## src/rtl/fifo_pkg.sv

```systemverilog
// Shared types and defaults for the FIFO read-side packer.
package fifo_pkg;
  typedef enum logic {FILL, OUT} state_t;

  localparam int FIFO_DATAWIDTH  = 8;
  localparam int FIFO_PACK       = 4;
  localparam int FIFO_RD_TIMEOUT = 16;

  function automatic int clog2(input int n);
    int r;
    r = 0;
    while ((1 << r) < n) r++;
    return r;
  endfunction
endpackage

```

## src/rtl/fifo_rd_packer_idle_timer.sv

```systemverilog
// Idle timer: counts enabled cycles, pulses expire on the TIMEOUT-th one.
module rd_idle_timer #(
  parameter int TIMEOUT = 16
) (
  input  logic rclk,
  input  logic rrst,
  input  logic clear,
  input  logic en,
  output logic expire
);
  logic [7:0] cnt;

  assign expire = en && !clear && (cnt == 8'(TIMEOUT - 1));

  always_ff @(posedge rclk) begin
    if (rrst)                cnt <= '0;
    else if (clear || expire) cnt <= '0;
    else if (en)             cnt <= cnt + 8'd1;
  end
endmodule

```

## src/rtl/fifo_rd_packer.sv

```systemverilog
// Pops FIFO entries, packs PACK of them per word, emits on full/timeout/flush.
module fifo_rd_packer
  import fifo_pkg::*;
#(
  parameter int DATAWIDTH = FIFO_DATAWIDTH,
  parameter int PACK      = FIFO_PACK,
  parameter int TIMEOUT   = FIFO_RD_TIMEOUT
) (
  input  logic                      rclk,
  input  logic                      rrst,
  input  logic [DATAWIDTH-1:0]      rdata,
  input  logic                      rempty,
  output logic                      rinc,
  input  logic                      flush,
  output logic [PACK*DATAWIDTH-1:0] m_data,
  output logic [PACK-1:0]           m_keep,
  output logic                      m_valid,
  input  logic                      m_ready,
  output logic [15:0]               word_cnt
);
  localparam int IW = clog2(PACK);

  state_t                         state;
  logic [IW-1:0]                  idx;
  logic [PACK-1:0][DATAWIDTH-1:0] acc, acc_nxt, data_q;
  logic [PACK-1:0]                keep, keep_nxt;
  logic                           pop, last, t_en, t_clr, expire;

  assign rinc   = (state == FILL) && !rempty && !rrst;
  assign pop    = rinc;
  assign last   = (idx == IW'(PACK - 1));
  assign m_data = data_q;

  // Counting only while a partial word waits on an empty FIFO.
  assign t_en  = (state == FILL) && !pop && (idx != '0);
  assign t_clr = !t_en;

  rd_idle_timer #(.TIMEOUT(TIMEOUT)) u_timer (
    .rclk   (rclk),
    .rrst   (rrst),
    .clear  (t_clr),
    .en     (t_en),
    .expire (expire)
  );

  always_comb begin
    acc_nxt  = acc;
    keep_nxt = keep;
    if (pop) begin
      acc_nxt[idx]  = rdata;
      keep_nxt[idx] = 1'b1;
    end
  end

  always_ff @(posedge rclk) begin
    if (rrst) begin
      state    <= FILL;
      idx      <= '0;
      acc      <= '0;
      keep     <= '0;
      data_q   <= '0;
      m_keep   <= '0;
      m_valid  <= 1'b0;
      word_cnt <= '0;
    end else begin
      case (state)
        FILL: begin
          if (pop) begin
            acc  <= acc_nxt;
            keep <= keep_nxt;
            // A flush on the completing pop is just a normal full emit.
            if (last || flush) begin
              data_q  <= acc_nxt;
              m_keep  <= keep_nxt;
              m_valid <= 1'b1;
              idx     <= '0;
              state   <= OUT;
            end else begin
              idx <= idx + 1'b1;
            end
          end else if ((idx != '0) && (flush || expire)) begin
            data_q  <= acc;
            m_keep  <= keep;
            m_valid <= 1'b1;
            idx     <= '0;
            state   <= OUT;
          end
        end
        OUT: begin
          if (m_valid && m_ready) begin
            m_valid  <= 1'b0;
            m_keep   <= '0;
            acc      <= '0;
            keep     <= '0;
            word_cnt <= word_cnt + 16'd1;
            state    <= FILL;
          end
        end
        default: state <= FILL;
      endcase
    end
  end
endmodule

```

## config.mk

```make
export PLATFORM = sky130hd
export DESIGN_NAME = fifo_rd_packer
export DESIGN_NICKNAME = d
export VERILOG_FILES = /design/src/rtl/fifo_pkg.sv /design/src/rtl/fifo_rd_packer_idle_timer.sv /design/src/rtl/fifo_rd_packer.sv
export SDC_FILE = /design/constraint.sdc
export NUM_CORES = 1
export LEC_CHECK = 0
export ABC_AREA = 1
export ABC_CLOCK_PERIOD_IN_PS = 1850
export BUFFER_PORTS_ARGS = -buffer_cell sky130_fd_sc_hd__buf_2
export CAP_MARGIN = 20
export CORE_ASPECT_RATIO = 1.25
export CORE_MARGIN = 2
export CORE_UTILIZATION = 32
export CTS_BUF_LIST = sky130_fd_sc_hd__clkbuf_2
export DETAILED_ROUTE_END_ITERATION = 8
export HOLD_SLACK_MARGIN = 0.02
export PLACE_DENSITY_LB_ADDON = 0.12
export SYNTH_ARGS = -nofsm -noshare
export SYNTH_HDL_FRONTEND = slang
export SYNTH_SLANG_ARGS = --single-unit
```

## constraint.sdc

```tcl
create_clock -name rclk -period 1.85 [get_ports rclk]
set_input_delay 0.37 -clock rclk [delete_from_list [all_inputs] [get_ports rclk]]
set_output_delay 0.37 -clock rclk [all_outputs]
set_load 0.03 [all_outputs]
```

==> Word level (Yosys, flattened, before mapping) <==
Cells that the tools add are included.
{ "op_classes": {"n_addsub": 3, "order_cmp": 2, "n_eq_ne": 7, "muxes": 31, "bitwise_logic": 2, "n_reduce_logical": 23} }
{ "ops": {"columns": ["cell", "count"], "rows": [
  ["32-bit 2-to-1 mux", 5],
  ["32-bit one-hot mux with 2 select lines", 1],
  ["32-bit bitwise mux", 1],
  ["4-bit 2-to-1 mux", 5],
  ["16-bit by 1-bit adder with 16-bit output, second input constant", 1],
  ["8-bit demux with 2-bit select", 1],
  ["4-bit one-hot mux with 2 select lines", 2],
  ["1-bit 2-to-1 mux", 9],
  ["8-bit by 1-bit adder with 8-bit output, second input constant", 1],
  ["8-bit by 4-bit == test with 1-bit output, second input constant", 1],
  ["1-bit logical AND", 8],
  ["8-bit 2-to-1 mux", 1],
  ["2-bit 2-to-1 mux", 3],
  ["3-bit by 2-bit inequality test with 1-bit output, second input constant", 2],
  ["2-bit AND reduction", 3],
  ["3-bit AND reduction", 2],
  ["1-bit logical NOT", 4],
  ["2-bit by 1-bit inequality test with 1-bit output, second input constant", 2],
  ["4-bit bitwise OR", 1],
  ["1-bit one-hot mux with 2 select lines", 2],
  ["2-bit nonzero test", 2],
  ["1-bit logical OR", 3],
  ["2-bit by 3-bit less-than comparator with 1-bit output, second input constant", 1],
  ["2-bit by 1-bit adder with 2-bit output, second input constant", 1],
  ["6 further kinds", 6]
]} }
{ "word_totals": {"ff_bits": 100, "in_bits": 13, "output_inout_bits": 54} }

==> Logic depth before layout (Yosys ltp) <==
{ "logic_depth": {"depth_word": 12, "ltp_mapped": 11, "depth_no_buf": 9} }

==> By module <==
From an unflattened synthesis, not the netlist that was laid out.
{ "unflattened": {"hier_cells": 735, "hier_area_um2": 4749.6} }
{ "by_module_without_submodules": {"columns": ["module", "n_inst", "cells_per_inst", "area_per_inst_um2"], "rows": [
  ["fifo_rd_packer", 1, 674, 4325.4],
  ["rd_idle_timer", 1, 61, 424.2]
]} }

==> Worst setup path after synthesis <==
OpenSTA, ideal clock, no wires.
{ "synth_path": {"path_kind": "flip-flop to flip-flop", "start": "reg idx[0]", "end": "reg data_q (netlist bit m_data[17])", "setup_ns": 0.110, "t_arrival_ns": 1.600, "required_ns": 1.740, "path_slack_ns": 0.140, "stages_incl_launch_ff": 11, "path_buffers": 2, "synth_period_minus_slack_ns": 1.710, "path_cell_list": "dfxtp_1 inv_1 ha_1 nor3_4 nand2_2 nand2_1 buf_4 buf_2 nand4_1 nand2_1 nor2_1"} }
{ "synth_between": {"elab_chain_cells": 7, "elab_cells_between_ends": 18, "cone_classes": "2 x order compare; 2 x eq/ne; 5 x mux; 9 x reduce/logical"} }
{ "synth_lines": {"columns": ["item", "line_no", "text"], "rows": [
  ["start: declaration", "fifo_rd_packer.sv:24", "logic [IW-1:0] idx;"],
  ["start signal: assignment", "fifo_rd_packer.sv:79", "idx <= idx + 1'b1;"],
  ["2-bit by 3-bit less-than comparator with 1-bit output (not written as such), or another cell as far along", "fifo_rd_packer.sv:50", "acc_nxt[idx] = rdata;"],
  ["1-bit logical AND (on tied branches)", "fifo_rd_packer.sv:50, fifo_rd_packer.sv:35", null],
  ["8-bit 2-to-1 mux (not written as such) / 1-bit logical AND (equally long branches)", "fifo_rd_packer.sv:50, fifo_rd_packer_idle_timer.sv:13", null],
  ["8-bit demux with 2-bit select / 1-bit logical OR (equally long branches)", "fifo_rd_packer.sv:50, fifo_rd_packer.sv:81", null],
  ["32-bit bitwise mux / 1-bit logical AND (equally long branches)", "fifo_rd_packer.sv:50, fifo_rd_packer.sv:81", null],
  ["32-bit 2-to-1 mux / 2-bit nonzero test (equally long branches)", null, null],
  ["32-bit 2-to-1 mux / 3-bit AND reduction (equally long branches)", null, null],
  ["end signal: assignment", "fifo_rd_packer.sv:73", "data_q <= acc_nxt;"],
  ["end: declaration", "fifo_rd_packer.sv:25", "logic [PACK-1:0][DATAWIDTH-1:0] acc, acc_nxt, data_q;"]
]} }
Several ways; a longest one is shown, not always the timed one. The select of a mux whose other input is x is not followed.
A chain may end at the register's enable or synchronous reset.

==> Worst setup path in the final report <==
{ "layout_path": {"start": "reg state", "end": "out rinc"} }
{ "layout_between": {"elab_chain_cells": 3} }
{ "layout_lines": {"columns": ["item", "line_no", "text"], "rows": [
  ["start: declaration", "fifo_rd_packer.sv:23", "state_t state;"],
  ["start signal: assignment", "fifo_rd_packer.sv:57", "state <= FILL;"],
  ["start signal: assignment", "fifo_rd_packer.sv:77", "state <= OUT;"],
  ["start signal: assignment", "fifo_rd_packer.sv:86", "state <= OUT;"],
  ["1-bit inverter (no source line)", null, null],
  ["1-bit logical AND (2 in series)", "fifo_rd_packer.sv:29", "assign rinc = (state == FILL) && !rempty && !rrst;"],
  ["end: declaration", "fifo_rd_packer.sv:13", "output logic rinc,"]
]} }
Every way passes these cells.

==> flow_summary_export.csv <==
group,metric,value,unit
placed_design,place_ws,62.0,ps
global_routing,grt_pass1_wl,21.4,mm
floorplanning,coreArea,15000,µm²
floorplanning,dieWidth,114,µm
synthesis,synth_top_area_frac,0.411,
critical_path,reg2reg_from,"idx[0]",
placed_design,io_buffers,66,
synthesis,yosysSeqAreaShare,0.411,
synthesis,synth_cell_types,34,
flow_run,maxCapViolCount,0,
synthesis,avgSynthCellArea,6.62,µm²
critical_path,path_buf_inv,3,
critical_path,path_max_fanout,6,
finish,num-fill-cells,1596,
detailed_routing,route.detailed.drc,0,
hold_path,worst_hold_path_type,"input pin to register",
timing,holdWs,107,ps
global_routing,grt_use_met3,0.0285,
timing,worstMarginPinSlew,382,ps
critical_path,critical_path.max_stage_delay,430,ps
floorplanning,ios,67,
critical_path,critical_path_required,1480,ps
finish,regArea,2010,µm²
synthesis,yosysTopAreaCell,"dfxtp_1",
synthesis,synth_edf_count,0,
timing,finalSetupViolations,0,
critical_path,critPathCaptureType,"output port",
detailed_routing,post_drt_wl_per_cell,13.0,µm
timing,min_period,1750,ps
timing,relSlewSlack,0.745,
global_routing,grt_max_degree,35,
global_routing,grt_pass1_vias,4319,
floorplanning,die_area,16200,µm²
pwr,leakage,2.78,nW
finish,multi_input_area,2340,µm²
critical_path,crit_family,"flip-flops",
finish,nNetsFinal,835,
synthesis,synth_cells,736,
critical_path,regToRegSetupSlack,120,ps
global_routing,busiest_layer,"met2",
critical_path,worstSetupPathType,"register to output port",
global_routing,grt_use_met2,0.282,
finish,areaGrowthSynthToFinish,19.0,%
synthesis,synthArstFlopShare,0,
placed_design,dp.cells,982,
clock_tree,cts_root_buffer,"clkbuf_2",
critical_path,rr_worst_depth,11,
clock_tree,cts_max_level,3,
timing,tns,0,ps
synthesis,synth_top_flop_cell,"dfxtp_1",
clock_tree,cts_max_path_buffers,2,
detailed_routing,firstDrtPassIters,4,
detailed_routing,vias,4656,
floorplanning,initial_core_util,0.326,
run_status,outcome,"complete, no violations",
global_routing,grtUsageMet1,0.209,
timing,post-route-period-util,0.944,
finish,drive_gt1_frac,0.185,
placed_design,place_congestion,0.788,
detailed_routing,viasPerCell,4.64,
finish,final_core_util,0.388,
synthesis,synth.most_common_cell,"nand2_1",
floorplanning,die_height,142,µm
synthesis,netlist_area,4880,µm²
timing,final_hold_viol_count,0,
detailed_routing,drtAntennaViolNets,0,
placed_design,place.detailed.hpwl,9.48,mm
clock_tree,tritoncts,"done",
critical_path,crit_path_start,"state",
clock_tree,cts_sinks,100,
synthesis,synth_commonest_cells,"203 x nand2_1, 115 x nor2_1, 100 x dfxtp_1, 100 x inv_1, 46 x a21oi_1",
synthesis,synthTopCellsByArea,"dfxtp_1 41%, nand2_1 16%, nor2_1 8.9%",
critical_path,crit_cells,4,
timing,fin_skew,43.1,ps
timing,setup_ws,104,ps
clock_tree,numCtsBuffers,9,
floorplanning,fp-row-count,50,
critical_path,crit_slowest_cell,"dfxtp_4",
synthesis,synth_seq_cells,100,
synthesis,synth_nets,755,
critical_path,start_kind,"register",
finish,instances_no_fill,1004,
hold_path,hold_depth,4,
timing,slew_viol_final,0,
synthesis,ys_warn_count,0,
critical_path,worstPathArrival,1380,ps
timing,rsz0062_at_grt,"yes",
clock_tree,path_clk_slew,270,ps
global_routing,antenna_found_initial,1,
hold_path,hold_start,"m_ready",
pwr,irDropWorstVdd,0.000286,V
clock_tree,insertion_delay,620,ps
global_routing,grt.overflow.total,0,
pwr,powerDensity,731,nW/µm²
timing,fmax,0.573,GHz
detailed_routing,routed_wl,13.1,mm
global_routing,grt_util_all_layers,0.167,
detailed_routing,initialDrtViolationCount,267,
critical_path,worstPathCellList,"inv_6 > nand2_8 > clkinv_8 > buf_6",
==> per-stage QoR <==
step / instance area, µm² / total power, mW
finish: 5800 / 4.24
global route: 5800 / 4.48
CTS: 5710 / 4.28
detailed placement: 5540 / 3.15
global placement: 5540 / 3.13
floorplan: 4880 / 2.89
==> registers in the layout, summed over array words and instances, names as in the netlist <==
name         cells
m_valid          1
m_data          32
keep             4
u_timer.cnt      8
acc             32
m_keep           4
idx              2
state            1
word_cnt        16
==> cell families (layout without fill, tap and decap cells) <==
group | Yosys count | after routing | synth area share
AO/OA/AOI/OAI | 98 | 98 | 0.106
XOR/XNOR | 4 | 4 | 0.00719
adder cells (fa/ha/maj) | 6 | 6 | 0.0154
buffers and inverters | 141 | 226 | 0.118
flip-flops | 100 | 100 | 0.411
multiplexers | 9 | 9 | 0.0208
other | 0 | 1 | 0
AND/OR/NAND/NOR | 378 | 378 | 0.322
==> final timing paths <==
check / to
hold / removal: state
setup reg to reg: m_data[28]
setup / recovery: rinc
hold reg to reg: u_timer.cnt[0]
==> worst register-to-register path: stages (launching register included) <==
cell and delay [ps]:
dfxtp_2 400, inv_1 100, ha_2 230, buf_4 130, inv_2 30, a21oi_1 170, nand2_2 120, nand3_4 130
buf_4 190, nand2_1 70, inv_1 50, nor2_1 40
==> area by class of cell <==
type                       instances  share of cell area
antenna                            1            0.000431
clock buffer                      10             0.00863
clock inverter                     6              0.0108
inverter                         106              0.0716
multi-input combinational        495               0.404
sequential                       100               0.347
tap                              182              0.0393
timing repair buffer             104               0.118
==> power breakdown <==
part / leakage (nW) / switching [mW] / internal [mW]
combinational: 1.90 / 0.556 / 0.279
clock: 0.0676 / 0.785 / 0.316
sequential: 0.817 / 0.0437 / 2.26
==> metal layers <==
layer | part of all wire | up-vias
met5 | 0 | -
met4 | 0.021 | 0
met2 | 0.48 | 80
met1 | 0.46 | 2114
li1 | - | 2449
met3 | 0.034 | 13
==> placed cells by master (no fill, tap or decap), types with 3 or more instances in the layout <==
master,Yosys,layout
clkbuf_2,0,10
a21oi_1,46,46
inv_1,100,100
dfxtp_2,0,5
mux2_2,9,9
nand2_1,203,201
buf_12,0,3
nand3_1,19,17
nor3_1,13,13
nor2_1,115,113
buf_4,5,32
o21a_1,8,8
inv_2,4,3
clkinv_1,1,3
nand2_2,2,4
nand4_1,19,19
ha_1,6,4
dfxtp_1,100,94
buf_2,10,65
o21ai_0,40,40
==> timing repair <==
item | CTS | global route
gates resized for setup | 8 | 18
hold endpoints to repair | 1 | 0
setup endpoints to repair | 1 | 51
hold buffers | 1 | 0
cloned | 0 | 1
pin swaps | 1 | 1
setup buffers | 2 | 1
Power figures use the tool's default switching activity.
